File: src/rtl/eth_tx_sched_if.sv
// Handshake bundle between the frame transmit sequencer, the TX FIFO and the MAC byte path.
// master = sequencer side, slave = FIFO/MAC/control side.
`timescale 1ns/1ps
interface eth_tx_sched_if #(
    parameter int CNT_W = 9
);
    logic             i_start;
    logic [CNT_W-1:0] i_word_count;
    logic             o_busy;
    logic             o_done;
    logic             i_fifo_empty;
    logic [31:0]      i_fifo_data;
    logic             o_fifo_rd;
    logic             o_tx_valid;
    logic [7:0]       o_tx_data;
    logic             o_tx_last;
    logic             i_tx_ready;

    modport master (
        input  i_start, i_word_count, i_fifo_empty, i_fifo_data, i_tx_ready,
        output o_busy, o_done, o_fifo_rd, o_tx_valid, o_tx_data, o_tx_last
    );

    modport slave (
        output i_start, i_word_count, i_fifo_empty, i_fifo_data, i_tx_ready,
        input  o_busy, o_done, o_fifo_rd, o_tx_valid, o_tx_data, o_tx_last
    );
endinterface

File: src/rtl/eth_tx_sched.sv
// Frame transmit sequencer: pops FIFO words, emits bytes LSB first, pads short
// frames with zeros and holds off the next start for an inter-frame gap.
//
// state  | meaning
// IDLE   | waiting for a start; zero-length start only pulses done
// LOAD   | waiting for a FIFO word to fetch
// SEND   | presenting the bytes of the held word
// PAD    | presenting zero bytes up to the minimum frame length
// IFG    | inter-frame gap down-counter; done on terminal count
`timescale 1ns/1ps
module eth_tx_sched #(
    parameter int CNT_W      = 9,
    parameter int MIN_BYTES  = 60,
    parameter int IFG_CYCLES = 12
) (
    input  logic               clk,
    input  logic               rst_n,
    eth_tx_sched_if.master     bus
);
    localparam int IFG_W = $clog2(IFG_CYCLES + 1);
    localparam logic [IFG_W-1:0]   IFG_LOAD = IFG_W'(IFG_CYCLES - 1);
    localparam logic [CNT_W+1:0]   MIN_B    = (CNT_W + 2)'(MIN_BYTES);

    typedef enum logic [2:0] {S_IDLE, S_LOAD, S_SEND, S_PAD, S_IFG} state_t;

    state_t             state, state_nxt;
    logic [31:0]        word_q;
    logic [1:0]         idx_q;
    logic [CNT_W-1:0]   words_left_q;
    logic [CNT_W+1:0]   byte_cnt_q;
    logic [IFG_W-1:0]   ifg_cnt_q;
    logic               zero_done_q;

    logic               tx_valid;
    logic               tx_accept;
    logic               last_word;
    logic               word_end;
    logic               start_frame;
    logic [CNT_W+1:0]   bytes_next;

    assign tx_accept   = tx_valid && bus.i_tx_ready;
    assign last_word   = (words_left_q == CNT_W'(1));
    assign word_end    = (state == S_SEND) && tx_accept && (idx_q == 2'd3);
    assign start_frame = (state == S_IDLE) && bus.i_start && (bus.i_word_count != '0);
    assign bytes_next  = byte_cnt_q + 1'b1;

    always_ff @(posedge clk or negedge rst_n) begin
        if (!rst_n) begin
            state <= S_IDLE;
        end else begin
            state <= state_nxt;
        end
    end

    always_comb begin
        state_nxt = state;
        case (state)
            S_IDLE: if (start_frame) state_nxt = S_LOAD;
            S_LOAD: if (!bus.i_fifo_empty) state_nxt = S_SEND;
            S_SEND: begin
                if (word_end) begin
                    if (!last_word) begin
                        state_nxt = bus.i_fifo_empty ? S_LOAD : S_SEND;
                    end else begin
                        state_nxt = (bytes_next < MIN_B) ? S_PAD : S_IFG;
                    end
                end
            end
            S_PAD:  if (tx_accept && bytes_next == MIN_B) state_nxt = S_IFG;
            S_IFG:  if (ifg_cnt_q == '0) state_nxt = S_IDLE;
            default: state_nxt = S_IDLE;
        endcase
    end

    always_comb begin
        tx_valid      = (state == S_SEND) || (state == S_PAD);
        bus.o_busy    = (state != S_IDLE);
        bus.o_done    = ((state == S_IFG) && (ifg_cnt_q == '0)) || zero_done_q;
        // The refill pop rides on the accept of byte 3 so consecutive words have no bubble.
        bus.o_fifo_rd = ((state == S_LOAD) && !bus.i_fifo_empty)
                      || (word_end && !last_word && !bus.i_fifo_empty);
        bus.o_tx_data = 8'h00;
        bus.o_tx_last = 1'b0;
        if (state == S_SEND) begin
            bus.o_tx_data = word_q[{idx_q, 3'b000} +: 8];
            bus.o_tx_last = (idx_q == 2'd3) && last_word && (bytes_next >= MIN_B);
        end else if (state == S_PAD) begin
            bus.o_tx_last = (bytes_next == MIN_B);
        end
        bus.o_tx_valid = tx_valid;
    end

    always_ff @(posedge clk or negedge rst_n) begin
        if (!rst_n) begin
            word_q       <= '0;
            idx_q        <= '0;
            words_left_q <= '0;
            byte_cnt_q   <= '0;
            ifg_cnt_q    <= '0;
            zero_done_q  <= 1'b0;
        end else begin
            zero_done_q <= (state == S_IDLE) && bus.i_start && (bus.i_word_count == '0);
            case (state)
                S_IDLE: begin
                    if (start_frame) begin
                        words_left_q <= bus.i_word_count;
                        byte_cnt_q   <= '0;
                        idx_q        <= '0;
                    end
                end
                S_LOAD: begin
                    if (!bus.i_fifo_empty) begin
                        word_q <= bus.i_fifo_data;
                        idx_q  <= '0;
                    end
                end
                S_SEND: begin
                    if (tx_accept) begin
                        byte_cnt_q <= bytes_next;
                        idx_q      <= idx_q + 2'd1;
                    end
                    if (word_end && !last_word) begin
                        words_left_q <= words_left_q - 1'b1;
                        if (!bus.i_fifo_empty) word_q <= bus.i_fifo_data;
                    end
                    if (word_end && last_word && bytes_next >= MIN_B) ifg_cnt_q <= IFG_LOAD;
                end
                S_PAD: begin
                    if (tx_accept) begin
                        byte_cnt_q <= bytes_next;
                        if (bytes_next == MIN_B) ifg_cnt_q <= IFG_LOAD;
                    end
                end
                S_IFG: begin
                    if (ifg_cnt_q != '0) ifg_cnt_q <= ifg_cnt_q - 1'b1;
                end
                default: ;
            endcase
        end
    end
endmodule

File: src/flat_wrapper.sv
// flat-port wrapper written by rule: the top's interface ports become plain ports
module eth_tx_sched_flat 
#(
    parameter int CNT_W      = 9,
    parameter int MIN_BYTES  = 60,
    parameter int IFG_CYCLES = 12
)
  (clk, rst_n, bus_i_start, bus_i_word_count, bus_i_fifo_empty, bus_i_fifo_data, bus_i_tx_ready, bus_o_busy, bus_o_done, bus_o_fifo_rd, bus_o_tx_valid, bus_o_tx_data, bus_o_tx_last);
  eth_tx_sched_if #(.CNT_W(CNT_W)) bus_i ();
  input  logic clk;
  input  logic rst_n;
  input wire logic [$bits(bus_i.i_start)-1:0] bus_i_start;
  input wire logic [$bits(bus_i.i_word_count)-1:0] bus_i_word_count;
  input wire logic [$bits(bus_i.i_fifo_empty)-1:0] bus_i_fifo_empty;
  input wire logic [$bits(bus_i.i_fifo_data)-1:0] bus_i_fifo_data;
  input wire logic [$bits(bus_i.i_tx_ready)-1:0] bus_i_tx_ready;
  output wire logic [$bits(bus_i.o_busy)-1:0] bus_o_busy;
  output wire logic [$bits(bus_i.o_done)-1:0] bus_o_done;
  output wire logic [$bits(bus_i.o_fifo_rd)-1:0] bus_o_fifo_rd;
  output wire logic [$bits(bus_i.o_tx_valid)-1:0] bus_o_tx_valid;
  output wire logic [$bits(bus_i.o_tx_data)-1:0] bus_o_tx_data;
  output wire logic [$bits(bus_i.o_tx_last)-1:0] bus_o_tx_last;
  assign bus_i.i_start = bus_i_start;
  assign bus_i.i_word_count = bus_i_word_count;
  assign bus_i.i_fifo_empty = bus_i_fifo_empty;
  assign bus_i.i_fifo_data = bus_i_fifo_data;
  assign bus_i.i_tx_ready = bus_i_tx_ready;
  assign bus_o_busy = bus_i.o_busy;
  assign bus_o_done = bus_i.o_done;
  assign bus_o_fifo_rd = bus_i.o_fifo_rd;
  assign bus_o_tx_valid = bus_i.o_tx_valid;
  assign bus_o_tx_data = bus_i.o_tx_data;
  assign bus_o_tx_last = bus_i.o_tx_last;
  eth_tx_sched #(.CNT_W(CNT_W), .MIN_BYTES(MIN_BYTES), .IFG_CYCLES(IFG_CYCLES)) u_core (.clk(clk), .rst_n(rst_n), .bus(bus_i));
endmodule
File: config.mk
export PLATFORM = sky130hd
export DESIGN_NAME = eth_tx_sched_flat
export DESIGN_NICKNAME = d
export VERILOG_FILES = /design/src/rtl/eth_tx_sched_if.sv /design/src/rtl/eth_tx_sched.sv /design/src/flat_wrapper.sv
export SDC_FILE = /design/constraint.sdc
export NUM_CORES = 1
export LEC_CHECK = 0
export CORE_ASPECT_RATIO = 1.75
export CORE_MARGIN = 10
export CORE_UTILIZATION = 45
export CTS_CLUSTER_SIZE = 24
export DETAILED_ROUTE_END_ITERATION = 8
export HOLD_SLACK_MARGIN = 0.02
export PLACE_DENSITY = 0.7
export SETUP_SLACK_MARGIN = 0.3
export SKIP_LAST_GASP = 1
export SLEW_MARGIN = 20
export SYNTH_ARGS = -nofsm -noshare
export SYNTH_HDL_FRONTEND = slang
export SYNTH_SLANG_ARGS = --single-unit
File: constraint.sdc
create_clock -name clk -period 4.1 [get_ports clk]
set_input_delay 0.41 -clock clk [delete_from_list [all_inputs] [get_ports clk]]
set_output_delay 0.41 -clock clk [all_outputs]
set_load 0.02 [all_outputs]
After elaboration in Yosys (flattened, before gate mapping):

Cells that the tools add are included.

* reduce and logical (&&, ||, !) cells: 38
* $add $sub $neg: 4
* shifts and indexed selects: 1
* multiplexer cells: 30
* eq/ne operators: 19
* magnitude comparators: 2

Operator list (number)
* $mux W32: 2
* $pmux W32 S2: 1
* $shiftx A32 B6 Y8: 1
* $mux W11: 2
* $pmux W11 S2: 1
* $mux W3: 7
* $mux W9: 2
* $pmux W9 S2: 1
* $mux W4: 4
* $ne A2 B1 Y1 const B: 8
* $logic_and A1 B1 Y1: 15
* $pmux W3 S5: 1
* $pmux W4 S3: 1
* $add A11 B1 Y11 const B: 1
* $eq A11 B6 Y1 const B: 1
* $ge A11 B6 Y1 const B: 1
* $lt A11 B6 Y1 const B: 1
* $reduce_and A5 Y1: 2
* $eq A9 B1 Y1 const B: 1
* $logic_not A9 Y1: 1
* $reduce_bool A3 Y1: 3
* $reduce_bool A9 Y1: 1
* $sub A9 B1 Y9 const B: 1
* $mux W2: 4
* 20 further kinds: 31

* bits of input ports: 46
* output and inout bits: 13
* register bits: 62
* word-level logic and storage cells: 101

Depth between registers and ports, before layout:

Gate-level depths: netlist (run 1).

* depth after elaboration: 9
* depth in mapped cells: 9

Least setup slack after synthesis (run 1):

OpenSTA, ideal clock, no wires.

* path kind: reg-to-output
* from: register u_core.byte_cnt_q[0]
* to: output port bus_o_tx_last
* buffers on the path: 0
* data arrival time: 1.968 ns
* stages on the path, launching flop included: 9
* slack: 1.722 ns
* cell sequence: dfrtp_1 ha_1 nand3_2 nor2_2 mux2i_1 a22oi_4 a21oi_1 nand2b_1 a21oi_1

* word-level cells in the longest chain between the ends: 4
* elaborated cells on any way between the ends: 6
* those cells by class: add/sub (1); order compare (1); eq/ne (1); mux (2); reduce/logical (1)

Ends and longest elaborated chain
* start: declaration: RTL line eth_tx_sched.sv:30 `logic [CNT_W+1:0] byte_cnt_q;`
* start signal: assignment: RTL line eth_tx_sched.sv:119 `byte_cnt_q <= bytes_next;`
* start signal: assignment: RTL line eth_tx_sched.sv:130 `byte_cnt_q <= bytes_next;`
* $add A11 B1 Y11 *: RTL line eth_tx_sched.sv:45 `assign bytes_next = byte_cnt_q + 1'b1;`
* $ge A11 B6 Y1 or $eq A11 B6 Y1 (tied branches): RTL line eth_tx_sched.sv:86, eth_tx_sched.sv:88
* $logic_and A1 B1 Y1 or $mux W1 (tied branches): RTL line eth_tx_sched.sv:86, eth_tx_sched.sv:87
* $mux W1 *: RTL line eth_tx_sched.sv:84 `if (state == S_SEND) begin`
* end: declaration: RTL line flat_wrapper.sv:22 `output wire logic [$bits(bus_i.o_tx_last)-1:0] bus_o_tx_last;`

Mark *: on every way between the ends. The rest lies on a longest branch, timed or not.

Worst setup path after layout (run 1):

Ends and elaborated chain as after synthesis.

==> results of run 1 <==
stage by stage:
stage / worst slack, ns / cells
6_report: 0.7815 / 477
4_1_cts: 0.7793 / 477
2_1_floorplan: 1.722 / 328
3_5_place_dp: 1.131 / 461
5_1_grt: 0.5122 / 477
3_3_place_gp: 1.182 / 461
cells in the final DEF, fill, tap and decap left out, drive strengths merged, types with 11 or more instances in the layout:
| cell | count |
|---|---|
| dfrtp | 62 |
| clkdlybuf4s50 | 57 |
| o21ai | 33 |
| mux2 | 33 |
| nor2 | 31 |
| nand2 | 21 |
| a21oi | 18 |
| clkbuf | 14 |
| inv | 12 |
| nand3 | 12 |
| nor2b | 11 |
| nor3 | 11 |
layout make-up:
| cell class | count | area, sq um |
|---|---|---|
| tap | 86 | 107.6 |
| clock buffer | 14 | 284.0 |
| fill | 621 | 2923 |
| timing repair buffer | 61 | 598.1 |
| clock inverter | 2 | 37.54 |
| sequential | 62 | 1551 |
| inverter | 12 | 45.04 |
| multi-input combinational | 240 | 1738 |
where the power goes:
group          switching (uW)  leakage, uW  total [uW]  internal (uW)
Combinational             452     0.000830         996            545
Sequential                214     0.000771        1060            843
Clock                     261     0.000155         798            537
kinds of logic (layout without fill, tap and decap cells):
kind of cell	after synthesis	in the layout	synth area share
flip-flops	62	62	0.4584
AO/OA/AOI/OAI	75	75	0.1386
buffers and inverters	26	89	0.03031
XOR/XNOR	2	2	0.005177
multiplexers	43	43	0.1689
AND/OR/NAND/NOR	114	114	0.1764
adder cells (fa/ha/maj)	6	6	0.02218
registers in the layout, indices dropped and copies added (netlist names):
signal and flops:
u_core.word_q 32, u_core.idx_q 2, u_core.state 3, u_core.byte_cnt_q 11, u_core.ifg_cnt_q 4, u_core.zero_done_q 1
u_core.words_left_q 9
cell usage after synthesis (6+ instances only):
master    number  area [sq um]
nand2b_1       6         37.54
ha_1           6         75.07
nand2_1       21         78.83
mux2_2        31         349.1
dfrtp_1       62          1551
o21ai_0       33         165.2
mux4_2         8         180.2
nor3_1        10         50.05
nor2_1        30         112.6
clkbuf_1       7         26.28
nand3_1       11         55.05
a21oi_1       15         75.07
nor2b_1       11         68.82
inv_1         12         45.04
per-layer routing:
layer / GRT usage / vias up / share of wire
li1: - / 1313 / -
met4: 0.05515 / 0 / 0.020
met1: 0.1559 / 1322 / 0.37
met3: 0.04578 / 13 / 0.060
met2: 0.2730 / 85 / 0.55
met5: 0 / - / 0
critical path, stage by stage (launching register included):
cell             delay [ns]
dfrtp_1                0.44
ha_1                   0.27
nand3_2                0.14
nor2_2                 0.22
mux2i_1                0.31
a22oi_4                0.16
a21oi_1                0.20
nand2b_1               0.07
a21oi_1                0.14
clkdlybuf4s50_1        0.62
worst min-delay path by stage:
stage / endpoint / from
2_1_floorplan: u_core.byte_cnt_q[0] / rst_n
3_3_place_gp: u_core.word_q[0] / u_core.word_q[0]
3_5_place_dp: u_core.word_q[0] / u_core.word_q[0]
4_1_cts: u_core.byte_cnt_q[8] / rst_n
5_1_grt: u_core.byte_cnt_q[9] / rst_n
6_report: u_core.byte_cnt_q[9] / rst_n
==> impl_metrics.csv, run 1 <==
group,metric,value,unit
status,status,"finished clean",
setup_path,crit_end,"bus_o_tx_last",
cells_and_area,n_antenna_cell,0,
setup_path,r2r-start,"u_core.state[1]",
sta,hold_viol,0,
clock_tree,postCtsSetupRepairBufs,0,
power_and_ir_drop,p_leak,0.001756,uW
synthesis,synth.avg_cell_area,10.32,sq um
grt,grt_overflow_total,0,
sta,rsz0062_at_grt,"no",
clock_tree,root_buffer,"clkbuf_16",
synthesis,syn-num-nets,380,
power_and_ir_drop,total_power,2851,uW
sta,tightest_slew,0.7111,ns
worst_hold_path,hp-class,"in2async",
synthesis,yosys_most_used_dff,"dfrtp_1",
cells_and_area,area_growth,28.87,%
die,die-area,11530,sq um
die,fp.dieW,85.56,um
power_and_ir_drop,cellPowerDensity,653.5,nW/um^2
synthesis,synth_edf_count,0,
setup_path,crit_type,"reg2out",
die,fp.dieH,134.7,um
clock_tree,holdBufCountCts,0,
die,rows,41,
clock_tree,cts-htree-levels,3,
setup_path,cp-end-kind,"primary output",
sta,fin_hold_ws,0.1384,ns
clock_tree,cts.sinks,62,
power_and_ir_drop,ir_drop,0.0004199,V
clock_tree,clk_latency,0.32,ns
synthesis,yosys_warnings,0,
setup_path,critPathRequiredTime,3.69,ns
drt,dr_total_vias,2733,
flow_run,cap_viol_max_count,0,
clock_tree,cts.repair.resized,0,
sta,fin_worst_skew,0.002580,ns
cells_and_area,nNetsFinal,438,
setup_path,cp-start-kind,"flip-flop",
drt,drt_iter0_markers,117,
cells_and_area,utilization,0.5988,
clock_tree,tritoncts,"built",
clock_tree,clockBufferDepth,2,
sta,max_freq,301.3,MHz
cells_and_area,final_design_area_no_fill,4362,sq um
grt,grt_pass1_wl,14.21,mm
drt,wirelength,8.149,mm
synthesis,async_flop_share,1.000,
setup_path,arrival,2.91,ns
setup_path,startpoint,"u_core.byte_cnt_q[0]",
placement,gp_congestion,0.8592,
die,core,7284,sq um
drt,wl_per_cell,17.08,um
drt,via_per_inst,5.730,
synthesis,syn_inst,328,
sta,worst_slew_margin_rel,0.5259,
drt,ant_nets,0,
die,ios,59,
sta,fin_crit_sh,0.8094,
sta,slew_violations,0,
sta,min_period,3.319,ns
setup_path,crit_fanout,7,
synthesis,yosys.cell_types.count,51,
synthesis,yosysSeqAreaShare,0.4584,
cells_and_area,layout-drive-gt1-share,0.1765,
drt,dr.pass1.iters,5,
setup_path,r2r_end,"u_core.word_q[9]",
synthesis,synth.ff_latch_count,62,
drt,drc,0,
grt,first_global_vias,2949,
die,start_util,0.4646,
synthesis,netlist_area,3384,sq um
setup_path,reg2reg_depth,8,
setup_path,ff2ff_setup_slack,1.32,ns
clock_tree,path_clk_slew,0.05,ns
placement,io_buffers,58,
grt,antenna_found_initial,0,
placement,place_area,4040,sq um
clock_tree,numCtsBuffers,9,
grt,track_usage,0.1503,
grt,grt_start_max_net_pins,35,
sta,setup_viol_count_final,0,
placement,hpwlAfterDp,6.157,mm
sta,setup-tns-final,0,ns
Note: power is estimated with default switching activity, not from simulation.
==> run 2, diff against run 1 <==
==> constraint.sdc (replaced) <==
create_clock -name clk -period 3.1 [get_ports clk]
set_input_delay 0.31 -clock clk [delete_from_list [all_inputs] [get_ports clk]]
set_output_delay 0.31 -clock clk [all_outputs]
set_load 0.02 [all_outputs]
==> impl_metrics.csv, run 2 (same netlist as run 1, synthesis figures left out) <==
group,metric,value,unit
status,status,"finished clean",
cells_and_area,top_regs,"u_core.word_q x32, u_core.byte_cnt_q x11, u_core.words_left_q x9",
sta,rsz0062_at_grt,"no",
clock_tree,root_buffer,"clkbuf_16",
cells_and_area,final_design_area_no_fill,4372,sq um
sta,max_freq,382.5,MHz
setup_path,ff2ff_setup_slack,0.61,ns
sta,setup-tns-final,0,ns
power_and_ir_drop,cellPowerDensity,834.2,nW/um^2
setup_path,slowest_delay,0.45,ns
cells_and_area,largest_register_ffs,32,
clock_tree,cts.sinks,62,
placement,hpwlAfterDp,6.318,mm
sta,fin_worst_skew,0.006556,ns
cells_and_area,seqCellArea,1555,sq um
grt,grt_overflow_total,0,
cells_and_area,layout-drive-gt1-share,0.2096,
die,rows,41,
setup_path,path_cells,"and4_1 -> nor4b_2 -> mux2i_2 -> a22oi_4 -> nand4_1 -> a21oi_1 -> clkbuf_2",
flow_run,cap_viol_max_count,0,
grt,antenna_found_initial,0,
die,ios,59,
clock_tree,tritoncts,"built",
sta,slew_violations,0,
setup_path,reg2reg_depth,9,
setup_path,crit_type,"reg2out",
setup_path,arrival,2.30,ns
sta,setup_viol_count_final,0,
clock_tree,cts-htree-levels,3,
die,core,7284,sq um
sta,hold_viol,0,
setup_path,crit_fanout,7,
clock_tree,clk_latency,0.33,ns
placement,place_area,4078,sq um
drt,ant_nets,0,
cells_and_area,regMostFlops,"u_core.word_q",
drt,wirelength,8.280,mm
placement,dp_cells,466,
setup_path,cp-end-kind,"primary output",
grt,track_usage,0.1499,
setup_path,critPathSlowestCell,"dfrtp_2",
sta,fin_crit_sh,0.8433,
power_and_ir_drop,p_leak,0.001768,uW
cells_and_area,area_growth,29.17,%
setup_path,r2r-start,"u_core.state[2]",
cells_and_area,multi_input_area,1767,sq um
setup_path,critPathRequiredTime,2.79,ns
placement,io_buffers,58,
clock_tree,numCtsBuffers,9,
drt,via_per_inst,5.666,
cells_and_area,final_common_cell,"dfrtp_1",
grt,first_global_vias,2883,
drt,wl_per_cell,17.18,um
clock_tree,path_clk_slew,0.06,ns
cells_and_area,most-common-layout-cells,"59 x dfrtp_1, 55 x clkdlybuf4s50_1, 32 x o21ai_0",
drt,drt_iter0_markers,80,
clock_tree,holdBufCountCts,0,
die,fp.dieH,134.7,um
sta,fin_hold_ws,0.1347,ns
setup_path,cp-start-kind,"flip-flop",
drt,drc,0,
sta,timing.final.ws_setup,0.4856,ns
placement,gp_congestion,0.8603,
grt,grt_pass1_wl,13.79,mm
die,fp.dieW,85.56,um
sta,tightest_slew,0.7771,ns
sta,min_period,2.614,ns
clock_tree,clockBufferDepth,2,
setup_path,r2r_end,"u_core.word_q[24]",
grt,grt_start_max_net_pins,63,
cells_and_area,final_cell_count_no_fill,482,
placement,post-place-ws,0.2754,ns
cells_and_area,n_antenna_cell,0,
worst_hold_path,hp-class,"in2async",
die,die-area,11530,sq um
die,start_util,0.4646,
power_and_ir_drop,ir_drop,0.0005448,V
drt,dr_total_vias,2731,
sta,worst_slew_margin_rel,0.4819,
cells_and_area,nNetsFinal,443,
drt,dr.pass1.iters,4,
cells_and_area,fill_cells,627,
## run 2: how the worst max path moves through the flow
| stage | startpoint | to | slack [ns] |
|---|---|---|---|
| floorplan | u_core.byte_cnt_q[0] | bus_o_tx_last | 0.82 |
| finish | u_core.byte_cnt_q[0] | bus_o_tx_last | 0.49 |
| detailed placement | u_core.byte_cnt_q[0] | bus_o_tx_last | 0.28 |
| global placement | u_core.byte_cnt_q[0] | bus_o_tx_last | 0.33 |
| CTS | u_core.byte_cnt_q[0] | bus_o_tx_last | 0.24 |
| global route | u_core.byte_cnt_q[0] | bus_o_tx_last | 0.32 |
## run 2: worst max-delay path: cells and delay by family (launching register included)
family / cells / cell delay, ns
mux: 1 / 0.14
buf+inv: 1 / 0.18
flops: 1 / 0.45
compound gates: 2 / 0.47
simple gates: 3 / 0.73
## run 2: through the flow
stage,utilization,power (uW)
finish,0.6001,3647
floorplan,-,2271
CTS,0.5979,3698
global route,0.6001,3911
detailed placement,0.5598,2777
global placement,0.5598,2719
## run 2: routing by layer
layer	GRT usage	wire length, um	up-vias
met5	0	0	-
met4	0.08088	342	0
met3	0.05663	473	21
met2	0.2651	4464	79
met1	0.1447	3000	1305
li1	-	-	1326
## run 2: area by class of cell
type | count | share of cell area
Sequential cell | 62 | 0.3558
Clock buffer | 10 | 0.05238
Multi-Input combinational cell | 240 | 0.4041
Inverter | 12 | 0.01030
Clock inverter | 6 | 0.008872
Tap cell | 86 | 0.02461
Timing Repair Buffer | 66 | 0.1440
## run 2: repair_timing
| item | in CTS | in global routing |
|---|---|---|
| resized for setup | 6 | 9 |
| endpoints found under the setup margin | 10 | 2 |
| setup buffers | 0 | 0 |
## run 2: power breakdown
group | leakage [uW] | switching [uW] | total (uW) | internal, uW
combinational | 0.000872 | 652 | 1400 | 751
sequential | 0.000768 | 233 | 1350 | 1120
clock | 0.000128 | 355 | 892 | 536
